--- src/rtl/ibex_soc_pkg.sv ---
// Shared types and constants for the ibex SoC memory fabric: arbitration
// owners, downstream targets and the default address map.
package ibex_soc_pkg;

    typedef enum logic [1:0] {
        OWN_NONE  = 2'd0,
        OWN_INSTR = 2'd1,
        OWN_DATA  = 2'd2
    } arb_owner_e;

    typedef enum logic [1:0] {
        TGT_RAM   = 2'd0,
        TGT_HWREG = 2'd1,
        TGT_MISS  = 2'd2
    } mem_target_e;

    localparam logic [31:0] RAM_BASE       = 32'h0000_0000;
    localparam logic [15:0] HWREG_PAGE_DEF = 16'hFF00;

endpackage

--- src/rtl/mem_addr_decode.sv ---
// Combinational address decoder: maps a granted address and requester type
// onto RAM, the hwreg page (data side only) or a miss.
module mem_addr_decode
    import ibex_soc_pkg::*;
#(
    parameter int unsigned RAM_SIZE   = 262144,
    parameter logic [15:0] HWREG_PAGE = HWREG_PAGE_DEF
) (
    input  logic [31:0] i_addr,
    input  logic        i_is_data,
    output mem_target_e o_target
);

    localparam logic [31:0] RAM_MASK = 32'(RAM_SIZE - 1);

    always_comb begin
        o_target = TGT_MISS;
        if ((i_addr & ~RAM_MASK) == RAM_BASE) begin
            o_target = TGT_RAM;
        end else if (i_is_data && (i_addr[31:16] == HWREG_PAGE)) begin
            o_target = TGT_HWREG;
        end
    end

endmodule

--- src/rtl/mem_arbiter.sv ---
// Two-master (ibex fetch / LSU) arbiter onto a RAM port and a hwreg port.
// Define MEM_ARB_STARVE_GUARD_EN to add the instruction starvation guard.
module mem_arbiter
    import ibex_soc_pkg::*;
#(
    parameter int unsigned RAM_SIZE   = 262144,
    parameter logic [15:0] HWREG_PAGE = HWREG_PAGE_DEF,
    parameter int unsigned MAX_STALL  = 4
) (
    input  logic        clk_i,
    input  logic        rst_ni,

    input  logic        instr_req_i,
    input  logic [31:0] instr_addr_i,
    output logic        instr_gnt_o,
    output logic        instr_rvalid_o,
    output logic        instr_err_o,
    output logic [31:0] instr_rdata_o,

    input  logic        data_req_i,
    input  logic        data_we_i,
    input  logic [3:0]  data_be_i,
    input  logic [31:0] data_addr_i,
    input  logic [31:0] data_wdata_i,
    output logic        data_gnt_o,
    output logic        data_rvalid_o,
    output logic        data_err_o,
    output logic [31:0] data_rdata_o,

    output logic        ram_req_o,
    output logic        ram_we_o,
    output logic [3:0]  ram_be_o,
    output logic [31:0] ram_addr_o,
    output logic [31:0] ram_wdata_o,
    input  logic        ram_rvalid_i,
    input  logic [31:0] ram_rdata_i,

    output logic        hwreg_req_o,
    output logic        hwreg_we_o,
    output logic [15:0] hwreg_addr_o,
    output logic [31:0] hwreg_wdata_o,
    input  logic        hwreg_rvalid_i,
    input  logic [31:0] hwreg_rdata_i
);

    logic        w_instr_gnt;
    logic        w_data_gnt;
    logic        w_any_gnt;
    logic        w_force_instr;
    logic [31:0] w_addr;
    mem_target_e w_target;
    logic        w_resp_ok;
    logic [31:0] w_resp_data;

    arb_owner_e  r_owner;
    mem_target_e r_target;
    logic        r_we;

`ifdef MEM_ARB_STARVE_GUARD_EN
    localparam logic [3:0] STALL_LIMIT = 4'(MAX_STALL);

    logic [3:0] r_stall_cnt;

    // NOTE: sequential state is written only with non-blocking assignments.
    always_ff @(posedge clk_i or negedge rst_ni) begin
        if (!rst_ni) begin
            r_stall_cnt <= '0;
        end else if (!instr_req_i || w_instr_gnt) begin
            r_stall_cnt <= '0;
        end else if (r_stall_cnt != STALL_LIMIT) begin
            r_stall_cnt <= r_stall_cnt + 4'd1;
        end
    end

    assign w_force_instr = (r_stall_cnt == STALL_LIMIT);
`else
    assign w_force_instr = 1'b0;
`endif

    // Grants are held off while reset is asserted so nothing leaks downstream.
    // NOTE: every always_comb output is defaulted first so no latch is inferred.
    always_comb begin
        w_instr_gnt = 1'b0;
        w_data_gnt  = 1'b0;
        if (rst_ni) begin
            if (instr_req_i && (w_force_instr || !data_req_i)) begin
                w_instr_gnt = 1'b1;
            end else if (data_req_i) begin
                w_data_gnt = 1'b1;
            end
        end
    end

    assign w_any_gnt   = w_instr_gnt | w_data_gnt;
    assign w_addr      = w_data_gnt ? data_addr_i : instr_addr_i;
    assign instr_gnt_o = w_instr_gnt;
    assign data_gnt_o  = w_data_gnt;

    mem_addr_decode #(
        .RAM_SIZE   (RAM_SIZE),
        .HWREG_PAGE (HWREG_PAGE)
    ) u_decode (
        .i_addr    (w_addr),
        .i_is_data (w_data_gnt),
        .o_target  (w_target)
    );

    assign ram_req_o     = w_any_gnt && (w_target == TGT_RAM);
    assign ram_we_o      = ram_req_o && w_data_gnt && data_we_i;
    assign ram_be_o      = !ram_req_o ? 4'h0 : (w_data_gnt ? data_be_i : 4'hF);
    assign ram_addr_o    = ram_req_o ? w_addr : 32'h0;
    assign ram_wdata_o   = (ram_req_o && w_data_gnt) ? data_wdata_i : 32'h0;

    assign hwreg_req_o   = w_any_gnt && (w_target == TGT_HWREG);
    assign hwreg_we_o    = hwreg_req_o && data_we_i;
    assign hwreg_addr_o  = hwreg_req_o ? w_addr[15:0] : 16'h0;
    assign hwreg_wdata_o = hwreg_req_o ? data_wdata_i : 32'h0;

    // Response tracker reloads every cycle; a cycle without a grant leaves no owner.
    always_ff @(posedge clk_i or negedge rst_ni) begin
        if (!rst_ni) begin
            r_owner  <= OWN_NONE;
            r_target <= TGT_MISS;
            r_we     <= 1'b0;
        end else begin
            r_owner  <= w_data_gnt ? OWN_DATA : (w_instr_gnt ? OWN_INSTR : OWN_NONE);
            r_target <= w_target;
            r_we     <= w_data_gnt && data_we_i;
        end
    end

    always_comb begin
        w_resp_ok   = 1'b0;
        w_resp_data = 32'h0;
        case (r_target)
            TGT_RAM: begin
                w_resp_ok   = ram_rvalid_i;
                w_resp_data = ram_rdata_i;
            end
            TGT_HWREG: begin
                w_resp_ok   = hwreg_rvalid_i;
                w_resp_data = hwreg_rdata_i;
            end
            default: ;
        endcase
        if (r_we || !w_resp_ok) begin
            w_resp_data = 32'h0;
        end
    end

    assign instr_rvalid_o = (r_owner == OWN_INSTR);
    assign instr_err_o    = instr_rvalid_o && !w_resp_ok;
    assign instr_rdata_o  = instr_rvalid_o ? w_resp_data : 32'h0;

    assign data_rvalid_o  = (r_owner == OWN_DATA);
    assign data_err_o     = data_rvalid_o && !w_resp_ok;
    assign data_rdata_o   = data_rvalid_o ? w_resp_data : 32'h0;

endmodule
--- config.mk ---
export PLATFORM = sky130hd
export DESIGN_NAME = mem_arbiter
export DESIGN_NICKNAME = d
export VERILOG_FILES = /design/src/rtl/ibex_soc_pkg.sv /design/src/rtl/mem_addr_decode.sv /design/src/rtl/mem_arbiter.sv
export SDC_FILE = /design/constraint.sdc
export NUM_CORES = 1
export LEC_CHECK = 0
export ABC_AREA = 0
export BUFFER_PORTS_ARGS = -buffer_cell sky130_fd_sc_hd__buf_2
export CORE_AREA = 3 3 138 140
export CTS_BUF_LIST = sky130_fd_sc_hd__clkbuf_8
export DETAILED_ROUTE_END_ITERATION = 8
export DIE_AREA = 0 0 141 143
export PLACE_DENSITY = 0.41
export RECOVER_POWER = 50
export SLEW_MARGIN = 20
export SYNTH_ARGS = -nofsm -noshare
export SYNTH_HDL_FRONTEND = slang
export SYNTH_SLANG_ARGS = --single-unit
--- constraint.sdc ---
create_clock -name clk_i -period 3.5 [get_ports clk_i]
set_input_delay 0.7 -clock clk_i [delete_from_list [all_inputs] [get_ports clk_i]]
set_output_delay 0.7 -clock clk_i [all_outputs]
set_load 0.05 [all_outputs]
Word level (Yosys, flattened, before mapping)
Index checks and enable logic that the tools add are counted.
{ "classes": {"eq_ne": 5, "n_mux": 21, "bitwise": 1, "n_reduce_logical": 16} }
{ "op_table": {"columns": ["operator", "count"], "rows": [
  ["32-bit two-way mux", 7],
  ["32-bit one-hot mux with 2 select lines", 1],
  ["32-bit logical NOT", 1],
  ["16-bit == test (second input constant)", 1],
  ["16-bit two-way mux", 1],
  ["1-bit logical AND", 10],
  ["4-bit two-way mux", 2],
  ["2-bit by 1-bit == test with 1-bit output (second input constant)", 3],
  ["1-bit two-way mux", 6],
  ["2-bit two-way mux", 3],
  ["2-bit logical NOT", 2],
  ["2-bit == test (second input constant)", 1],
  ["1-bit logical NOT", 2],
  ["1-bit one-hot mux with 2 select lines", 1],
  ["1-bit logical OR", 1],
  ["1-bit OR", 1]
]} }
{ "totals": {"reg_bits": 5, "inputBits": 171, "out_inout_bits": 190, "word_cells": 46} }

Longest topological paths before layout
Gate-level depths: netlist of the first run.
{ "depth": {"depth_word": 13, "depth_mapped": 7, "mapped_depth_nobuf": 4} }

Cells and area by module
From an unflattened synthesis of the first run, not the netlist that was laid out.
{ "hier_totals": {"hier_cells": 449, "hier_area_um2": 3183.1} }
{ "by_module_without_submodules": {"columns": ["module", "instances", "cells_each", "area_per_inst_um2", "seq_area_each_um2"], "rows": [
  ["mem_arbiter", 1, 437, 3105.5, 126.4],
  ["mem_addr_decode", 1, 12, 77.6, 0.0]
]} }

Least setup slack after synthesis of the first run
OpenSTA, ideal clock, no wires.
{ "synth_timing": {"kind": "input -> output", "from": "in data_req_i", "to": "out ram_addr_o[15]", "arrival_ns": 2.738, "t_required_ns": 2.800, "setup_slack_ns": 0.062, "path_stages": 6, "path_buffers": 2, "cell_sequence": "nand2_1 -> buf_4 -> inv_2 -> buf_2 -> a22oi_1 -> a221oi_1"} }
{ "synth_via": {"elab_chain_cells": 12, "word_cells_on_any_way": 17, "cone_classes": "eq/ne: 1; mux: 9; bitwise: 1; reduce/logical: 6"} }
{ "synth_rtl": {"columns": ["item", "line_no", "text"], "rows": [
  ["start, declared", "mem_arbiter.sv:20", "input logic data_req_i,"],
  ["1-bit logical NOT", "mem_arbiter.sv:86", "if (instr_req_i && (w_force_instr || !data_req_i)) begin"],
  ["1-bit logical AND", "mem_arbiter.sv:86", null],
  ["1-bit two-way mux (*)", "mem_arbiter.sv:86", null],
  ["1-bit two-way mux (*)", "mem_arbiter.sv:85", "if (rst_ni) begin"],
  ["via data_gnt_o", "mem_arbiter.sv:25", "output logic data_gnt_o,"],
  ["32-bit two-way mux", "mem_arbiter.sv:95", "assign w_addr = w_data_gnt ? data_addr_i : instr_addr_i;"],
  ["16-bit == test", "mem_addr_decode.sv:20", "end else if (i_is_data && (i_addr[31:16] == HWREG_PAGE)) begin"],
  ["1-bit logical AND", "mem_addr_decode.sv:20", null],
  ["2-bit two-way mux", "mem_addr_decode.sv:20", null],
  ["2-bit two-way mux", "mem_addr_decode.sv:18", "if ((i_addr & ~RAM_MASK) == RAM_BASE) begin"],
  ["2-bit logical NOT", "mem_arbiter.sv:108", "assign ram_req_o = w_any_gnt && (w_target == TGT_RAM);"],
  ["1-bit logical AND", "mem_arbiter.sv:108", null],
  ["32-bit two-way mux (*)", "mem_arbiter.sv:111", "assign ram_addr_o = ram_req_o ? w_addr : 32'h0;"],
  ["end, declared", "mem_arbiter.sv:33", "output logic [31:0] ram_addr_o,"]
]} }
Mark *: on every way through the listed nets, which the timed path passes. The rest lies on a longest branch.

Final worst setup path of the first run
{ "layout_timing": {"from": "in rst_ni", "to": "out hwreg_wdata_o[24]"} }
{ "layout_via": {"elab_chain_cells": 9, "word_cells_on_any_way": 12, "cone_classes": "eq/ne: 2; mux: 6; bitwise: 1; reduce/logical: 3"} }
{ "layout_rtl": {"columns": ["item", "line_no", "text"], "rows": [
  ["start, declared", "mem_arbiter.sv:11", "input logic rst_ni,"],
  ["1-bit two-way mux", "mem_arbiter.sv:85", null],
  ["32-bit two-way mux", "mem_arbiter.sv:95", null],
  ["16-bit == test", "mem_addr_decode.sv:20", null],
  ["1-bit logical AND", "mem_addr_decode.sv:20", null],
  ["2-bit two-way mux", "mem_addr_decode.sv:20", null],
  ["2-bit two-way mux", "mem_addr_decode.sv:18", null],
  ["2-bit by 1-bit == test with 1-bit output", "mem_arbiter.sv:114", "assign hwreg_req_o = w_any_gnt && (w_target == TGT_HWREG);"],
  ["1-bit logical AND (*)", "mem_arbiter.sv:114", null],
  ["32-bit two-way mux (*)", "mem_arbiter.sv:117", "assign hwreg_wdata_o = hwreg_req_o ? data_wdata_i : 32'h0;"],
  ["end, declared", "mem_arbiter.sv:41", "output logic [31:0] hwreg_wdata_o,"]
]} }
Mark *: on every way between the ends. The rest lies on a longest branch, timed or not.

==> flow_metrics.env, run 1 <==
export IMPL_min_path_type="input pin to asynchronous set/reset pin"
export IMPL_cts_setup_buffers=0
export IMPL_finalCriticalPeriod_ns=3.28
export IMPL_ant_nets=0
export IMPL_rows=49
export IMPL_clk_pin_slew_ns=0.04
export IMPL_fin_cells=927
export IMPL_timing_critical_path_to_type="output port"
export IMPL_cts_root_buf="clkbuf_8"
export IMPL_nNetsFinal=870
export IMPL_maxCapViolations=0
export IMPL_die_h_um=143
export IMPL_cp_data_required_time_ns=2.80
export IMPL_drcViolationCount=0
export IMPL_grt_pass1_vias=3650
export IMPL_ys_warn_count=0
export IMPL_cellPowerDensity_nw_per_um2=97.0
export IMPL_cts_resized=0
export IMPL_gp_congestion=0.812
export IMPL_fp_dieW_um=141
export IMPL_startpoint_type="input pin"
export IMPL_grt_max_degree=39
export IMPL_wl_per_cell_um=15.8
export IMPL_placed_area_sq_um=4330
export IMPL_crit_path_max_incr_delay_ns=0.68
export IMPL_tritoncts="done"
export IMPL_final_common_cell="buf_2"
export IMPL_final_setup_tns_ns=0
export IMPL_path_max_fanout=24
export IMPL_placedCellCount=923
export IMPL_p_total_mw=0.414
export IMPL_grt_overflow_total=0
export IMPL_arrival_ns=2.58
export IMPL_cts_hold_buf=0
export IMPL_cts_buffers=3
export IMPL_area_delta_synth_final_pct=76.0
export IMPL_power_leakage_nw=2.13
export IMPL_yosys_cell_types_count=30
export IMPL_yosysSeqAreaShare_pct=5.21
export IMPL_fmax_mhz=305
export IMPL_drv_slew=0
export IMPL_ir_drop_mv=0.0624
export IMPL_status="completed"
export IMPL_via_count=3928
export IMPL_coreArea_sq_um=18000
export IMPL_initial_core_util_pct=13.5
export IMPL_fin_crit_sh_pct=93.8
export IMPL_cp_common_cell="buf_2"
export IMPL_clkSinkCount=5
export IMPL_drt_iter0_markers=164
export IMPL_place_hpwl_mm=12.6
export IMPL_routed_wl_mm=14.7
export IMPL_htreeDepth=1
export IMPL_track_usage_pct=12.9
export IMPL_crit_chain="buf_2, nand2_1, or4_2, buf_4, nor3_1, buf_2"
export IMPL_syn_area_sq_um=2430
export IMPL_io_pins=361
export IMPL_die_area_sq_um=20200
export IMPL_cp_slowest_cell="or4_2"
export IMPL_rsz0062_at_grt="false"
export IMPL_grt_pass1_wl_mm=20.9
export IMPL_timing_final_ws_setup_ns=0.218
export IMPL_avgSynthCellArea_sq_um=6.52
export IMPL_slew_headroom_pct=56.1
export IMPL_final_cell_area_sq_um=4270
export IMPL_place_ws_ns=0.239
export IMPL_layout_cells_most_common_list="265 x buf_2, 81 x clkbuf_1, 70 x nor2_1"
export IMPL_critPathKind="input pin to output port"
export IMPL_antenna_found_initial=2
export IMPL_vias_per_cell=4.24
export IMPL_drive_gt1_share_pct=45.8
export IMPL_setup_viol=0
export IMPL_syn_inst=372
export IMPL_ys_seq_elements=5
export IMPL_hold_viol=0
export IMPL_clockBufferDepth=2
export IMPL_port_buffer_count=346
export IMPL_worstMarginPinSlew_ns=0.659
export IMPL_antenna_cells=0
export IMPL_first_pass_iters=5
==> synthesized netlist by cell type, drive strengths merged <==
| master | instances | area share, % |
|---|---|---|
| a21oi | 4 | 0.83 |
| a221oi | 23 | 8.3 |
| a22oi | 18 | 5.6 |
| a32o | 1 | 0.41 |
| and3b | 2 | 0.72 |
| buf | 48 | 13 |
| clkbuf | 12 | 1.9 |
| conb | 1 | 0.15 |
| dfrtp | 4 | 4.1 |
| dfstp | 1 | 1.1 |
| inv | 34 | 5.3 |
| mux2 | 1 | 0.46 |
| mux2i | 48 | 20 |
| nand2 | 2 | 0.31 |
| nand2b | 1 | 0.26 |
| nand3 | 4 | 0.83 |
| nand4 | 1 | 0.26 |
| nand4b | 1 | 0.36 |
| nand4bb | 2 | 0.93 |
| nor2 | 70 | 11 |
| nor2b | 5 | 1.3 |
| nor3 | 82 | 21 |
| nor4 | 6 | 1.5 |
| or4 | 1 | 0.31 |
==> final timing paths <==
check	cells past startpoint	end	startpoint
worst max-delay path	6	hwreg_wdata_o[24]	rst_ni
worst min-delay path	1	r_owner[1]$_DFF_PN0_	rst_ni
max in group asynchronous	1	r_target[1]$_DFF_PN1_	rst_ni
min in group clk_i	2	r_owner[0]$_DFF_PN0_	instr_req_i
==> area by class of cell <==
| cell class | instances | area [sq um] |
|---|---|---|
| Clock buffer | 3 | 41.3 |
| Clock inverter | 1 | 3.75 |
| Fill cell | 2130 | 13700 |
| Inverter | 34 | 128 |
| Multi-Input combinational cell | 286 | 1870 |
| Sequential cell | 5 | 128 |
| Tap cell | 229 | 287 |
| Timing Repair Buffer | 369 | 1810 |
==> flip-flops by register name, indices dropped and copies added (netlist names) <==
register,count
r_owner,2
r_target,2
r_we,1
==> layer usage <==
layer / global-route usage (%) / share of wire [%] / vias to the layer above / wire, um
met3: 2.01 / 8.7 / 10 / 1270
met1: 15.4 / 39 / 1750 / 5660
met5: 0 / 0 / - / 0
met2: 24.6 / 52 / 231 / 7580
li1: - / - / 1937 / -
met4: 2.45 / 1.1 / 0 / 165
==> report_power, final <==
group | total, mW | switching, mW | internal [mW]
clock network | 0.103 | 0.0275 | 0.0751
logic | 0.251 | 0.147 | 0.105
registers | 0.0602 | 0.000570 | 0.0597
==> critical path, delay by kind of cell <==
kind / cells / cell delay [ns]
and+or+nand+nor: 3 / 1.12
buffers and inverters: 3 / 0.75
==> kinds of logic (layout without fill, tap and decap cells) <==
kind of cell           Yosys count  after routing  share of synthesized area, %
buffers and inverters           94            407                          20.2
and+or+nand+nor                177            177                          39.1
AOI/OAI and AO/OA               46             46                          15.1
DFF                              5              5                          5.21
muxes                           49             49                          20.3
other                            1             14                         0.155
==> through the flow <==
step	hold WS (ns)	utilization, %
4_1_cts	0.298	24.4
2_1_floorplan	0.404	-
6_report	0.299	23.8
5_1_grt	0.307	23.8
3_3_place_gp	0.533	24.1
3_5_place_dp	0.534	24.1
Note: power is estimated with default switching activity, not from simulation.
==> run 2: changes to the inputs <==
--- a/config.mk
+++ b/config.mk
@@ -6,13 +6,14 @@
 export NUM_CORES = 1
 export LEC_CHECK = 0
 export ABC_AREA = 0
-export BUFFER_PORTS_ARGS = -buffer_cell sky130_fd_sc_hd__buf_2
-export CORE_AREA = 3 3 138 140
+export CORE_AREA = 3 3 141 143
 export CTS_BUF_LIST = sky130_fd_sc_hd__clkbuf_8
 export DETAILED_ROUTE_END_ITERATION = 8
-export DIE_AREA = 0 0 141 143
-export PLACE_DENSITY = 0.41
+export DIE_AREA = 0 0 144 146
+export DONT_BUFFER_PORTS = 1
+export PLACE_DENSITY = 0.3
 export RECOVER_POWER = 50
+export SETUP_SLACK_MARGIN = 0.2
 export SLEW_MARGIN = 20
 export SYNTH_ARGS = -nofsm -noshare
 export SYNTH_HDL_FRONTEND = slang
==> flow_metrics.env, run 2 (synthesized netlist as in run 1, its figures left out) <==
export IMPL_min_path_type="input pin to asynchronous set/reset pin"
export IMPL_cts_buffers=3
export IMPL_port_buffer_count=0
export IMPL_slew_headroom_pct=45.2
export IMPL_power_switching_mw=0.139
export IMPL_track_usage_pct=11.5
export IMPL_dr_wl_met2_mm=7.58
export IMPL_wl_per_cell_um=18.4
export IMPL_wl_met3_mm=1.38
export IMPL_critPathKind="register to output port"
export IMPL_drt_iter0_markers=116
export IMPL_htreeDepth=1
export IMPL_coreArea_sq_um=18700
export IMPL_cts_hold_buf=0
export IMPL_highest_layer="met4"
export IMPL_largestRegisters="r_owner x2, r_target x2, r_we x1"
export IMPL_placed_area_sq_um=4130
export IMPL_grt_pass1_vias=3241
export IMPL_drcViolationCount=0
export IMPL_startpoint_type="register"
export IMPL_path_max_fanout=32
export IMPL_via_count=3343
export IMPL_clkSinkCount=5
export IMPL_worstMarginPinSlew_ns=0.822
export IMPL_worst_hold_slack_ns=0.175
export IMPL_power_frac_comb_pct=47.1
export IMPL_p_int_mw=0.172
export IMPL_initial_core_util_pct=13.0
export IMPL_die_h_um=146
export IMPL_power_frac_clock_pct=33.4
export IMPL_rsz0062_at_grt="false"
export IMPL_gp_congestion=0.740
export IMPL_antenna_cells=0
export IMPL_place_hpwl_mm=11.7
export IMPL_fin_crit_sh_pct=92.9
export IMPL_nNetsFinal=689
export IMPL_fp_dieW_um=144
export IMPL_cts_setup_buffers=0
export IMPL_rows=50
export IMPL_area_delta_synth_final_pct=62.5
export IMPL_final_setup_tns_ns=0
export IMPL_routed_wl_mm=13.8
export IMPL_cts_resized=0
export IMPL_p_sw_share_pct=44.6
export IMPL_cellPowerDensity_nw_per_um2=78.7
export IMPL_final_cell_area_sq_um=3940
export IMPL_final_common_cell="buf_4"
export IMPL_first_pass_iters=5
export IMPL_status="completed"
export IMPL_cts_root_buf="clkbuf_8"
export IMPL_drive_gt1_share_pct=48.7
export IMPL_setup_viol=0
export IMPL_grt_max_degree=60
export IMPL_vias_per_cell=4.45
export IMPL_antenna_found_initial=0
export IMPL_layout_cells_most_common_list="110 x buf_4, 70 x nor2_1, 61 x clkbuf_2"
export IMPL_timing_critical_path_to_type="output port"
export IMPL_hold_viol=0
export IMPL_tritoncts="done"
export IMPL_clockBufferDepth=2
export IMPL_p_seq_share_pct=19.5
export IMPL_cp_data_required_time_ns=2.80
export IMPL_drt_met1_wl_mm=4.83
export IMPL_fmax_mhz=307
export IMPL_drv_slew=0
export IMPL_arrival_ns=2.55
export IMPL_grt_pass1_wl_mm=19.5
export IMPL_io_pins=361
export IMPL_ant_nets=0
export IMPL_clk_pin_slew_ns=0.04
export IMPL_die_area_sq_um=21000
export IMPL_grt_overflow_total=0
export IMPL_ir_drop_mv=0.0484
export IMPL_finalCriticalPeriod_ns=3.25
export IMPL_power_leakage_nw=1.64
export IMPL_maxCapViolations=0
## run 2: cell types whose count changed in the layout (fill, tap and decap cells not counted)
cell / change
buf_2: -265
buf_4: +90
clkbuf_1: -66
clkbuf_2: +59
nor3_1: -37
nor3_2: +37
a221oi_1: -10
a221oi_2: +10
buf_12: +1
## run 2: metrics by stage
step / std cells / setup WS, ns / power [mW] / utilization [%]
6_report: 751 / 0.248 / 0.310 / 21.1
5_1_grt: 751 / 0.141 / 0.331 / 21.1
4_1_cts: 751 / 0.373 / 0.317 / 22.3
3_5_place_dp: 747 / 0.377 / 0.209 / 22.1
3_3_place_gp: 747 / 0.432 / 0.209 / 22.1
2_1_floorplan: 385 / 0.0785 / 0.198 / -
## run 2: cell type report
cell class,instances,area [sq um]
flip-flops and latches,5,128
inverters,34,128
well taps,234,293
multi-input cells,286,2120
fillers,2121,14800
repair buffers,188,1230
clock inverters,1,3.75
clock buffers,3,41.3
## run 2: critical path, cell delays in order, from the launching register on
cell	delay [ns]
dfrtp_1	0.34
nor2b_1	0.12
clkbuf_1	0.59
nand4bb_1	0.16
clkbuf_2	0.42
nor2_1	0.20
clkbuf_1	0.49
## run 2: routing by layer
layer	up-vias	track usage (%)
met5	-	0
met4	0	1.22
met3	4	2.17
met2	218	23.0
met1	1545	12.5
li1	1576	-
## run 2: how the worst max path moves through the flow
stage                              to  slack [ns]  depth (start not counted)                  from
floorplan              ram_addr_o[10]        0.08                          4       data_addr_i[18]
global placement       ram_addr_o[13]        0.43                          7            data_req_i
detailed placement     ram_addr_o[13]        0.38                          7            data_req_i
CTS                    ram_addr_o[13]        0.37                          7            data_req_i
global route        instr_rdata_o[28]        0.14                          6  r_owner[0]$_DFF_PN0_
finish               instr_rdata_o[6]        0.25                          6  r_owner[0]$_DFF_PN0_
## run 2: power by group through the flow
stage | sequential [mW] | combinational, mW | clock [mW]
2_1_floorplan | 0.0608 | 0.137 | 0
3_3_place_gp | 0.0611 | 0.148 | 0
3_5_place_dp | 0.0611 | 0.148 | 0
4_1_cts | 0.0604 | 0.149 | 0.107
5_1_grt | 0.0605 | 0.158 | 0.112
6_report | 0.0604 | 0.146 | 0.104
==> run 3: changes to the inputs <==
==> constraint.sdc (replaced) <==
create_clock -name clk_i -period 3.5 [get_ports clk_i]
set_input_delay 0.175 -clock clk_i [delete_from_list [all_inputs] [get_ports clk_i]]
set_output_delay 0.175 -clock clk_i [all_outputs]
set_load 0.05 [all_outputs]
==> flow_metrics.env, run 3 (synthesized netlist as in run 1, its figures left out) <==
export IMPL_status="completed"
export IMPL_track_usage_pct=10.8
export IMPL_cts_buffers=3
export IMPL_vias_per_cell=4.41
export IMPL_p_total_mw=0.303
export IMPL_drt_iter0_markers=140
export IMPL_slew_headroom_pct=33.1
export IMPL_initial_core_util_pct=13.0
export IMPL_n_fill_cell=2189
export IMPL_via_count=3302
export IMPL_min_path_type="input pin to register"
export IMPL_placedCellCount=742
export IMPL_layout_cells_most_common_list="115 x buf_4, 70 x nor2_1, 68 x clkbuf_1"
export IMPL_die_h_um=146
export IMPL_grt_overflow_total=0
export IMPL_power_frac_clock_pct=34.1
export IMPL_crit_chain="nor2b_1, clkbuf_1, nand4bb_1, buf_4, nor2_1, clkbuf_1"
export IMPL_first_pass_iters=4
export IMPL_grt_pass1_wl_mm=18.4
export IMPL_power_frac_comb_pct=46.0
export IMPL_rows=50
export IMPL_cellPowerDensity_nw_per_um2=83.9
export IMPL_timing_final_ws_setup_ns=0.912
export IMPL_power_switching_mw=0.132
export IMPL_port_buffer_count=0
export IMPL_p_int_mw=0.171
export IMPL_cts_resized=0
export IMPL_arrival_ns=2.41
export IMPL_gp_congestion=0.792
export IMPL_clockBufferDepth=2
export IMPL_place_hpwl_mm=11.3
export IMPL_cts_root_buf="clkbuf_8"
export IMPL_antenna_found_initial=1
export IMPL_fin_cells=748
export IMPL_critPathKind="register to output port"
export IMPL_final_common_cell="buf_4"
export IMPL_clkSinkCount=5
export IMPL_drcViolationCount=0
export IMPL_area_delta_synth_final_pct=48.7
export IMPL_finish_utilization_pct=19.3
export IMPL_place_ws_ns=1.22
export IMPL_grt_pass1_vias=3148
export IMPL_timing_critical_path_to_type="output port"
export IMPL_worstMarginPinSlew_ns=1.00
export IMPL_routed_wl_mm=13.4
export IMPL_cp_common_cell="clkbuf_1"
export IMPL_ir_drop_mv=0.0545
export IMPL_htreeDepth=1
export IMPL_fin_crit_sh_pct=73.9
export IMPL_drv_slew=0
export IMPL_path_max_fanout=32
export IMPL_maxCapViolations=0
export IMPL_cts_hold_buf=1
export IMPL_die_area_sq_um=21000
export IMPL_fmax_mhz=386
export IMPL_largestRegisters="r_owner x2, r_target x2, r_we x1"
export IMPL_crit_path_max_incr_delay_ns=0.57
export IMPL_wl_per_cell_um=17.9
export IMPL_startpoint_type="register"
export IMPL_coreArea_sq_um=18700
export IMPL_finalCriticalPeriod_ns=2.59
export IMPL_final_setup_tns_ns=0
export IMPL_power_leakage_nw=1.43
export IMPL_nNetsFinal=685
export IMPL_p_seq_share_pct=19.9
export IMPL_cp_slowest_cell="clkbuf_1"
export IMPL_drive_gt1_share_pct=28.8
export IMPL_fp_dieW_um=144
export IMPL_hold_viol=0
export IMPL_setup_viol=0
export IMPL_cp_data_required_time_ns=3.32
export IMPL_p_sw_share_pct=43.6
export IMPL_clk_pin_slew_ns=0.03
export IMPL_grt_max_degree=85
export IMPL_io_pins=361
export IMPL_ant_nets=0
export IMPL_rsz0062_at_grt="false"
export IMPL_tritoncts="done"
export IMPL_cts_setup_buffers=0
## run 3: changes by cell type in the layout (fill, tap and decap cells not counted), moves of 2 or more
cell	previous run	this run
clkbuf_2	61	0
nor3_2	59	24
a221oi_2	10	0
buf_4	110	115
clkbuf_1	15	68
a221oi_1	13	23
nor3_1	23	58
buf_12	2	0
## run 3: metrics by stage
step | hold slack, ns | area, sq um
after floorplan | -0.121 | 2470
final | 0.124 | 3610
after global placement | -0.120 | 3870
after global routing | 0.126 | 3610
after CTS | 0.120 | 3920
after detailed placement | -0.120 | 3870
## run 3: final cells by class
cell class | instances | area, sq um | share of cell area, %
clock inverters | 1 | 3.75 | 0.104
clock buffers | 3 | 41.3 | 1.14
inverters | 34 | 128 | 3.54
flip-flops and latches | 5 | 128 | 3.54
multi-input cells | 286 | 1880 | 52.2
well taps | 234 | 293 | 8.12
repair buffers | 184 | 1130 | 31.3
diodes | 1 | 2.50 | 0.0694
## run 3: worst max-delay path: cells and delay by family, from the launching register on
family / cells / cell delay [ns]
buffers and inverters: 3 / 1.34
AND/OR/NAND/NOR: 3 / 0.48
flip-flops: 1 / 0.36
## run 3: path summary, 6_finish.rpt
kind,startpoint,to,cells past startpoint
worst max-delay path,r_owner[1]$_DFF_PN0_,instr_rdata_o[31],6
worst min-delay path,instr_req_i,r_owner[0]$_DFF_PN0_,1
min in group asynchronous,rst_ni,r_owner[0]$_DFF_PN0_,1
max in group asynchronous,rst_ni,r_target[1]$_DFF_PN1_,1
## run 3: power groups by stage
stage	logic [mW]	registers [mW]	clock network, mW
floorplan	0.131	0.0608	0
global placement	0.141	0.0610	0
detailed placement	0.141	0.0610	0
CTS	0.144	0.0604	0.105
global route	0.152	0.0607	0.111
finish	0.139	0.0603	0.103
## run 3: per-layer routing
metal | routed length, um | GRT usage (%)
met3 | 1580 | 2.53
met5 | 0 | 0
met4 | 14 | 0.706
met2 | 7000 | 21.3
met1 | 4810 | 11.9
